## src/rtl/lpm_memory_server_if.sv

```systemverilog
// Handshake bundle for lpm_memory_server: request, response, table-config and rule ports.
// The design takes the slave modport; the driving side takes master.
interface lpm_memory_server_if #(
   parameter int DATA_WIDTH = 704
);
   logic                  req__ENA;
   logic [DATA_WIDTH-1:0] req_v;
   logic                  req__RDY;
   logic [DATA_WIDTH-1:0] resValue;
   logic                  resValue__RDY;
   logic                  resAccept__ENA;
   logic                  resAccept__RDY;
   logic                  cfg__ENA;
   logic [3:0]            cfg_addr;
   logic [31:0]           cfg_data;
   logic                  cfg__RDY;
   logic                  rule_enable;
   logic                  rule_ready;

   modport slave (
      input  req__ENA, req_v, resAccept__ENA, cfg__ENA, cfg_addr, cfg_data, rule_enable,
      output req__RDY, resValue, resValue__RDY, resAccept__RDY, cfg__RDY, rule_ready
   );

   modport master (
      output req__ENA, req_v, resAccept__ENA, cfg__ENA, cfg_addr, cfg_data, rule_enable,
      input  req__RDY, resValue, resValue__RDY, resAccept__RDY, cfg__RDY, rule_ready
   );
endinterface

```

## src/rtl/lpm_memory_server.sv

```systemverilog
// In-order request server: each request captures a table lookup, then waits DELAY memdelay
// firings before it is presented; req__RDY drops when all DEPTH slots are held (no pop bypass).
module lpm_memory_server #(
   parameter int DATA_WIDTH = 704,
   parameter int DELAY      = 4,
   parameter int DEPTH      = 2
) (
   input logic                CLK,
   input logic                nRST,
   lpm_memory_server_if.slave bus
);
   localparam int PW = (DEPTH > 1) ? $clog2(DEPTH) : 1;
   localparam int CW = PW + 1;
   typedef logic [PW-1:0] ptr_t;
   typedef logic [CW-1:0] cnt_t;

   logic [31:0]           table_q [16];
   logic [31:0]           table_d [16];
   logic [DATA_WIDTH-1:0] pay_q   [DEPTH];
   logic [DATA_WIDTH-1:0] pay_d   [DEPTH];
   logic [3:0]            down_q  [DEPTH];
   logic [3:0]            down_d  [DEPTH];
   ptr_t                  head_q, head_d, tail_q, tail_d;
   cnt_t                  count_q, count_d;

   logic [DEPTH-1:0] occ;
   logic             memdelay_rdy, res_rdy, req_rdy, enq, deq, fire;
   logic             unused_idx_bits;

   assign unused_idx_bits = ^bus.req_v[31:4];

   // A slot is live when its distance from head is below the occupancy count.
   always_comb begin
      occ          = '0;
      memdelay_rdy = 1'b0;
      for (int i = 0; i < DEPTH; i++) begin
         occ[i] = cnt_t'(ptr_t'(ptr_t'(i) - head_q)) < count_q;
         if (occ[i] && down_q[i] != 4'd0) memdelay_rdy = 1'b1;
      end
   end

   assign res_rdy = nRST && (count_q != '0) && (down_q[head_q] == 4'd0);
   assign req_rdy = (count_q < cnt_t'(DEPTH));
   assign enq     = nRST && bus.req__ENA && req_rdy;
   assign deq     = nRST && bus.resAccept__ENA && res_rdy;
   assign fire    = bus.rule_enable && memdelay_rdy;

   always_comb begin
      table_d = table_q;
      pay_d   = pay_q;
      down_d  = down_q;
      head_d  = head_q;
      tail_d  = tail_q;
      count_d = count_q;
      if (bus.cfg__ENA) table_d[bus.cfg_addr] = bus.cfg_data;
      for (int i = 0; i < DEPTH; i++) begin
         if (fire && occ[i] && down_q[i] != 4'd0) down_d[i] = down_q[i] - 4'd1;
      end
      // The tail slot is never live while enqueueing, so this cannot collide with a decrement.
      if (enq) begin
         pay_d[tail_q]  = {bus.req_v[DATA_WIDTH-1:32], table_q[bus.req_v[3:0]]};
         down_d[tail_q] = 4'(DELAY);
         tail_d         = ptr_t'(tail_q + 1'b1);
      end
      if (deq) head_d = ptr_t'(head_q + 1'b1);
      case ({enq, deq})
         2'b10:   count_d = count_q + cnt_t'(1);
         2'b01:   count_d = count_q - cnt_t'(1);
         default: count_d = count_q;
      endcase
   end

   always_ff @(posedge CLK) begin
      if (!nRST) begin
         for (int i = 0; i < 16; i++) table_q[i] <= '0;
         for (int i = 0; i < DEPTH; i++) begin
            pay_q[i]  <= '0;
            down_q[i] <= '0;
         end
         head_q  <= '0;
         tail_q  <= '0;
         count_q <= '0;
      end else begin
         table_q <= table_d;
         pay_q   <= pay_d;
         down_q  <= down_d;
         head_q  <= head_d;
         tail_q  <= tail_d;
         count_q <= count_d;
      end
   end

   assign bus.req__RDY       = !nRST || req_rdy;
   assign bus.resValue__RDY  = res_rdy;
   assign bus.resAccept__RDY = res_rdy;
   assign bus.resValue       = res_rdy ? pay_q[head_q] : '0;
   assign bus.cfg__RDY       = nRST;
   assign bus.rule_ready     = nRST && memdelay_rdy;
endmodule

```

## src/flat_wrapper.sv

```systemverilog
// flat-port wrapper written by rule: the top's interface ports become plain ports
module lpm_memory_server_flat 
#(
   parameter int DATA_WIDTH = 704,
   parameter int DELAY      = 4,
   parameter int DEPTH      = 2
)
  (CLK, nRST, bus_req__ENA, bus_req_v, bus_resAccept__ENA, bus_cfg__ENA, bus_cfg_addr, bus_cfg_data, bus_rule_enable, bus_req__RDY, bus_resValue, bus_resValue__RDY, bus_resAccept__RDY, bus_cfg__RDY, bus_rule_ready);
  lpm_memory_server_if #(.DATA_WIDTH(DATA_WIDTH)) bus_i ();
  input logic CLK;
  input logic nRST;
  input wire logic [$bits(bus_i.req__ENA)-1:0] bus_req__ENA;
  input wire logic [$bits(bus_i.req_v)-1:0] bus_req_v;
  input wire logic [$bits(bus_i.resAccept__ENA)-1:0] bus_resAccept__ENA;
  input wire logic [$bits(bus_i.cfg__ENA)-1:0] bus_cfg__ENA;
  input wire logic [$bits(bus_i.cfg_addr)-1:0] bus_cfg_addr;
  input wire logic [$bits(bus_i.cfg_data)-1:0] bus_cfg_data;
  input wire logic [$bits(bus_i.rule_enable)-1:0] bus_rule_enable;
  output wire logic [$bits(bus_i.req__RDY)-1:0] bus_req__RDY;
  output wire logic [$bits(bus_i.resValue)-1:0] bus_resValue;
  output wire logic [$bits(bus_i.resValue__RDY)-1:0] bus_resValue__RDY;
  output wire logic [$bits(bus_i.resAccept__RDY)-1:0] bus_resAccept__RDY;
  output wire logic [$bits(bus_i.cfg__RDY)-1:0] bus_cfg__RDY;
  output wire logic [$bits(bus_i.rule_ready)-1:0] bus_rule_ready;
  assign bus_i.req__ENA = bus_req__ENA;
  assign bus_i.req_v = bus_req_v;
  assign bus_i.resAccept__ENA = bus_resAccept__ENA;
  assign bus_i.cfg__ENA = bus_cfg__ENA;
  assign bus_i.cfg_addr = bus_cfg_addr;
  assign bus_i.cfg_data = bus_cfg_data;
  assign bus_i.rule_enable = bus_rule_enable;
  assign bus_req__RDY = bus_i.req__RDY;
  assign bus_resValue = bus_i.resValue;
  assign bus_resValue__RDY = bus_i.resValue__RDY;
  assign bus_resAccept__RDY = bus_i.resAccept__RDY;
  assign bus_cfg__RDY = bus_i.cfg__RDY;
  assign bus_rule_ready = bus_i.rule_ready;
  lpm_memory_server #(.DATA_WIDTH(DATA_WIDTH), .DELAY(DELAY), .DEPTH(DEPTH)) u_core (.CLK(CLK), .nRST(nRST), .bus(bus_i));
endmodule
```

## config.mk

```make
export PLATFORM = sky130hd
export DESIGN_NAME = lpm_memory_server_flat
export DESIGN_NICKNAME = d
export VERILOG_FILES = /design/src/rtl/lpm_memory_server_if.sv /design/src/rtl/lpm_memory_server.sv /design/src/flat_wrapper.sv
export SDC_FILE = /design/constraint.sdc
export NUM_CORES = 2
export LEC_CHECK = 0
export BUFFER_PORTS_ARGS = -buffer_cell sky130_fd_sc_hd__buf_2
export CAP_MARGIN = 5
export CORE_AREA = 2 2 570 572
export DETAILED_ROUTE_END_ITERATION = 7
export DIE_AREA = 0 0 572 574
export REMOVE_ABC_BUFFERS = 1
export SLEW_MARGIN = 20
export SYNTH_ARGS = -nofsm -noshare
export SYNTH_HDL_FRONTEND = slang
export SYNTH_SLANG_ARGS = --single-unit
export TNS_END_PERCENT = 1
```

## constraint.sdc

```tcl
create_clock -name CLK -period 5.1 [get_ports CLK]
set_input_delay 0.765 -clock CLK [delete_from_list [all_inputs] [get_ports CLK]]
set_output_delay 0.765 -clock CLK [all_outputs]
set_load 0.01 [all_outputs]
```

==> run metrics <==
status finished clean; Max Cap Violations 0; pins over their slew limit 0; count of buffers from port buffering 1,426; Worst setup startpoint u_core.head_q; share of synthesized cell area in and, or, nand and nor gates 24.50%; fraction of post-synthesis cell area in the top cell type by area 47.19%; number of buffers created by CTS 220; num rows 209; number of distinct library cell variants in the gate-level netlist after synthesis 44; critical path's largest stage delay 0.84 ns; global placer's final weighted congestion 0.9373; Synth Area in XOR/XNOR 0.08550%; Max-Slew Margin vs Limit 14.51%; H-tree Lvls 4; nets@finish 12,050; endpoint required time on the critical path 4.34 ns; ratio of final minimum period to clock period 94.07%; buffer type at the clock tree root sky130_fd_sc_hd__clkbuf_16; Commonest cells post-synth sky130_fd_sc_hd__nand2_1 (3,794), sky130_fd_sc_hd__dfxtp_1 (1,932), sky130_fd_sc_hd__mux2i_1 (738); gate count after technology mapping 10,270; Antenna Violating Nets Remaining 0; final wirelength 365,300 microns; actual slew at the worst max-slew pin 1.247 ns; area of the multi-input gates 39,730 sq um; cell area after synthesis 81,950 sq um; Slowest cell on crit path sky130_fd_sc_hd__mux2i_1; adder and majority gate portion of the synthesized area 0.04580%; area taken by flip-flops and latches 38,680 sq um; fmax 0.2084 GHz; post-synthesis to final-layout area growth 24.24%; count of TritonRoute iterations in the first routing pass 5; vias in the first global route 68,690; critical path fanouts, max 137; fraction of layout cells with a size suffix above 1 18.32%; via/cell ratio 4.776; antenna violations before repair 245; horizontal die dimension 572 microns; worst path arrival time 4.03 ns; wire length of the first global-routing pass 508,200 microns; Num Clock Sinks 1,932; cell types with the largest area share after synthesis sky130_fd_sc_hd__dfxtp_1 (47%), sky130_fd_sc_hd__nand2_1 (17%), sky130_fd_sc_hd__mux2i_1 (9.0%); post-synthesis mux area share 12.55%; Static Leak 39.68 nW; Post-synth top flop sky130_fd_sc_hd__dfxtp_1; Final Cell Area 101,800 sq um; Synth Register Bits 1,932; clock tree from TritonCTS done; core outline area 322,700 sq um; category of the critical setup timing path reg2out; starting density of the core 25.40%; clock edge transition at the registers on the reported setup and hold paths 0.07 ns; hold wc startpoint bus_req_v[615]; via count of the routed design 75,970; die span in y 574 microns; clock skew 0.09198 ns; WL/cell 22.96 microns; number of DRC markers after the initial detailed-route iteration 7,396; Hold Path Class in2reg; maximum number of pins on one net before global-route repair 231; cell area power density 375.0 nW/um^2; number of top-level pins 1,455; cell area reported after detailed placement 92,650 sq um; number of flops mapped to enable cells by yosys 0; final critical-path required period 4.798 ns; Critical Path, Cell by Cell buf_12 -> buf_12 -> mux2i_1 -> nor2_1 -> buf_2; cell repeated most along the worst path sky130_fd_sc_hd__buf_12; buffer levels on the longest clock path 4; FFs w/ async S/R, synth 0%; detailed-route DRC error count 0; filler cell count in the final layout 34,080; Skew-Pair Late Insertion Delay 0.91 ns; synthesized area per cell 7.977 sq um; combinational family with the most area after synthesis simple AND/OR/NAND/NOR gates; critical path capture point type primary output; compound-gate portion of the synthesized area 11.14%; worst supply voltage drop on vdd 0.2967 mV; total global routing overflow 0; cell type with the largest total area after synthesis sky130_fd_sc_hd__dfxtp_1; RSZ-0062 raised after global routing false; total of endpoints with negative setup slack in the final report 0; final setup TNS 0 ns; sequential fraction of the synthesis area 47.19%; Die Footprint 328,300 sq um; synthesis warning total 0; Reg2Reg Launch Point u_core.count_q[1]; Hold Vio Cnt, Final 0; kind of start point of the critical path flip-flop; Detail Placement HPWL 260,100 microns; overall fraction of global-route tracks in use 21.05%; most frequently used cell type in the post-synthesis netlist sky130_fd_sc_hd__nand2_1
==> power by group <==
part           total [mW]  internal (mW)  switching, mW
registers            16.4           16.0          0.442
clock network        17.0           9.98           6.98
logic                4.81           1.55           3.26
total                38.2           27.5           10.7
==> critical path, delay by kind of cell, from the launching register on <==
kind	cells	cell delay (ns)
multiplexers	1	0.84
flip-flops	1	0.57
buffers and inverters	3	1.14
AND/OR/NAND/NOR	1	0.10
==> per-layer routing <==
| layer | global-route usage, % | up-vias | routed length, microns | part of all wire, % |
|---|---|---|---|---|
| li1 | - | 35820 | - | - |
| met1 | 26.44 | 35870 | 146900 | 40 |
| met2 | 32.09 | 3249 | 158400 | 43 |
| met3 | 6.335 | 869 | 36500 | 10 |
| met4 | 11.54 | 168 | 22330 | 6.1 |
| met5 | 0 | - | 1081 | 0.30 |
==> layout by cell type (no fill, tap or decap), types with 7 or more instances in the layout <==
| cell type | n |
|---|---|
| sky130_fd_sc_hd__buf_2 | 1421 |
| sky130_fd_sc_hd__mux2i_1 | 737 |
| sky130_fd_sc_hd__buf_4 | 110 |
| sky130_fd_sc_hd__nand3_1 | 563 |
| sky130_fd_sc_hd__bufinv_16 | 22 |
| sky130_fd_sc_hd__clkbuf_8 | 61 |
| sky130_fd_sc_hd__clkbuf_1 | 38 |
| sky130_fd_sc_hd__dlygate4sd3_1 | 123 |
| sky130_fd_sc_hd__a21boi_0 | 594 |
| sky130_fd_sc_hd__dfxtp_1 | 1931 |
| sky130_fd_sc_hd__nand2_2 | 9 |
| sky130_fd_sc_hd__nor2_1 | 725 |
| sky130_fd_sc_hd__buf_12 | 42 |
| sky130_fd_sc_hd__nand2_1 | 3782 |
| sky130_fd_sc_hd__diode_2 | 98 |
| sky130_fd_sc_hd__clkinv_2 | 35 |
| sky130_fd_sc_hd__mux4_2 | 128 |
| sky130_fd_sc_hd__a22oi_1 | 64 |
| sky130_fd_sc_hd__a21boi_1 | 30 |
| sky130_fd_sc_hd__o21ai_0 | 674 |
| sky130_fd_sc_hd__clkbuf_16 | 221 |
| sky130_fd_sc_hd__inv_1 | 7 |
| sky130_fd_sc_hd__o211ai_1 | 65 |
==> state kept, by name, summed over array words and instances, names as in the netlist <==
| signal | count |
|---|---|
| u_core.down_q | 8 |
| u_core.count_q | 2 |
| u_core.tail_q | 1 |
| u_core.head_q | 1 |
| u_core.pay_q | 1408 |
| u_core.table_q | 512 |
==> metrics by stage <==
stage	hold slack [ns]	power (mW)	utilization [%]	setup WS [ns]	cells
final	0.06690	38.18	31.55	0.3023	15910
after global routing	0.04684	39.50	31.50	0.2067	15840
after CTS	0.00008304	38.50	31.47	0.3226	15810
after detailed placement	0.4443	21.44	28.71	0.9849	15280
after global placement	0.4388	21.39	28.71	1.011	15280
after floorplan	0.4321	21.17	-	-31.98	9384
==> final cells by class <==
cell class	instances	share of cell area (%)
multi-input cells	7445	39.03
flip-flops and latches	1932	37.99
repair buffers	1698	9.856
clock buffers	319	6.383
well taps	4325	5.315
clock inverters	84	1.161
diodes	98	0.2409
inverters	7	0.02581
==> worst paths after layout <==
path,depth (start not counted),slack [ns],to
min reg2reg,2,0.45,u_core.pay_q[35]
min,3,0.07,u_core.pay_q[1319]
max reg2reg,5,2.04,u_core.pay_q[767]
max,5,0.30,bus_resValue[431]
==> repair_timing <==
action,CTS,global route
resized for setup,0,0
buffers inserted,0,0
hold buffers,123,0
setup endpoints to repair,0,0
hold endpoints to repair,203,0
==> kinds of logic after synthesis <==
logic type	count (synthesis)
flops	1932
xor+xnor	8
fa+ha+maj	3
mux	867
compound gates	1440
simple gates	5127
buf+inv	897
Note: power is estimated with default switching activity, not from simulation.
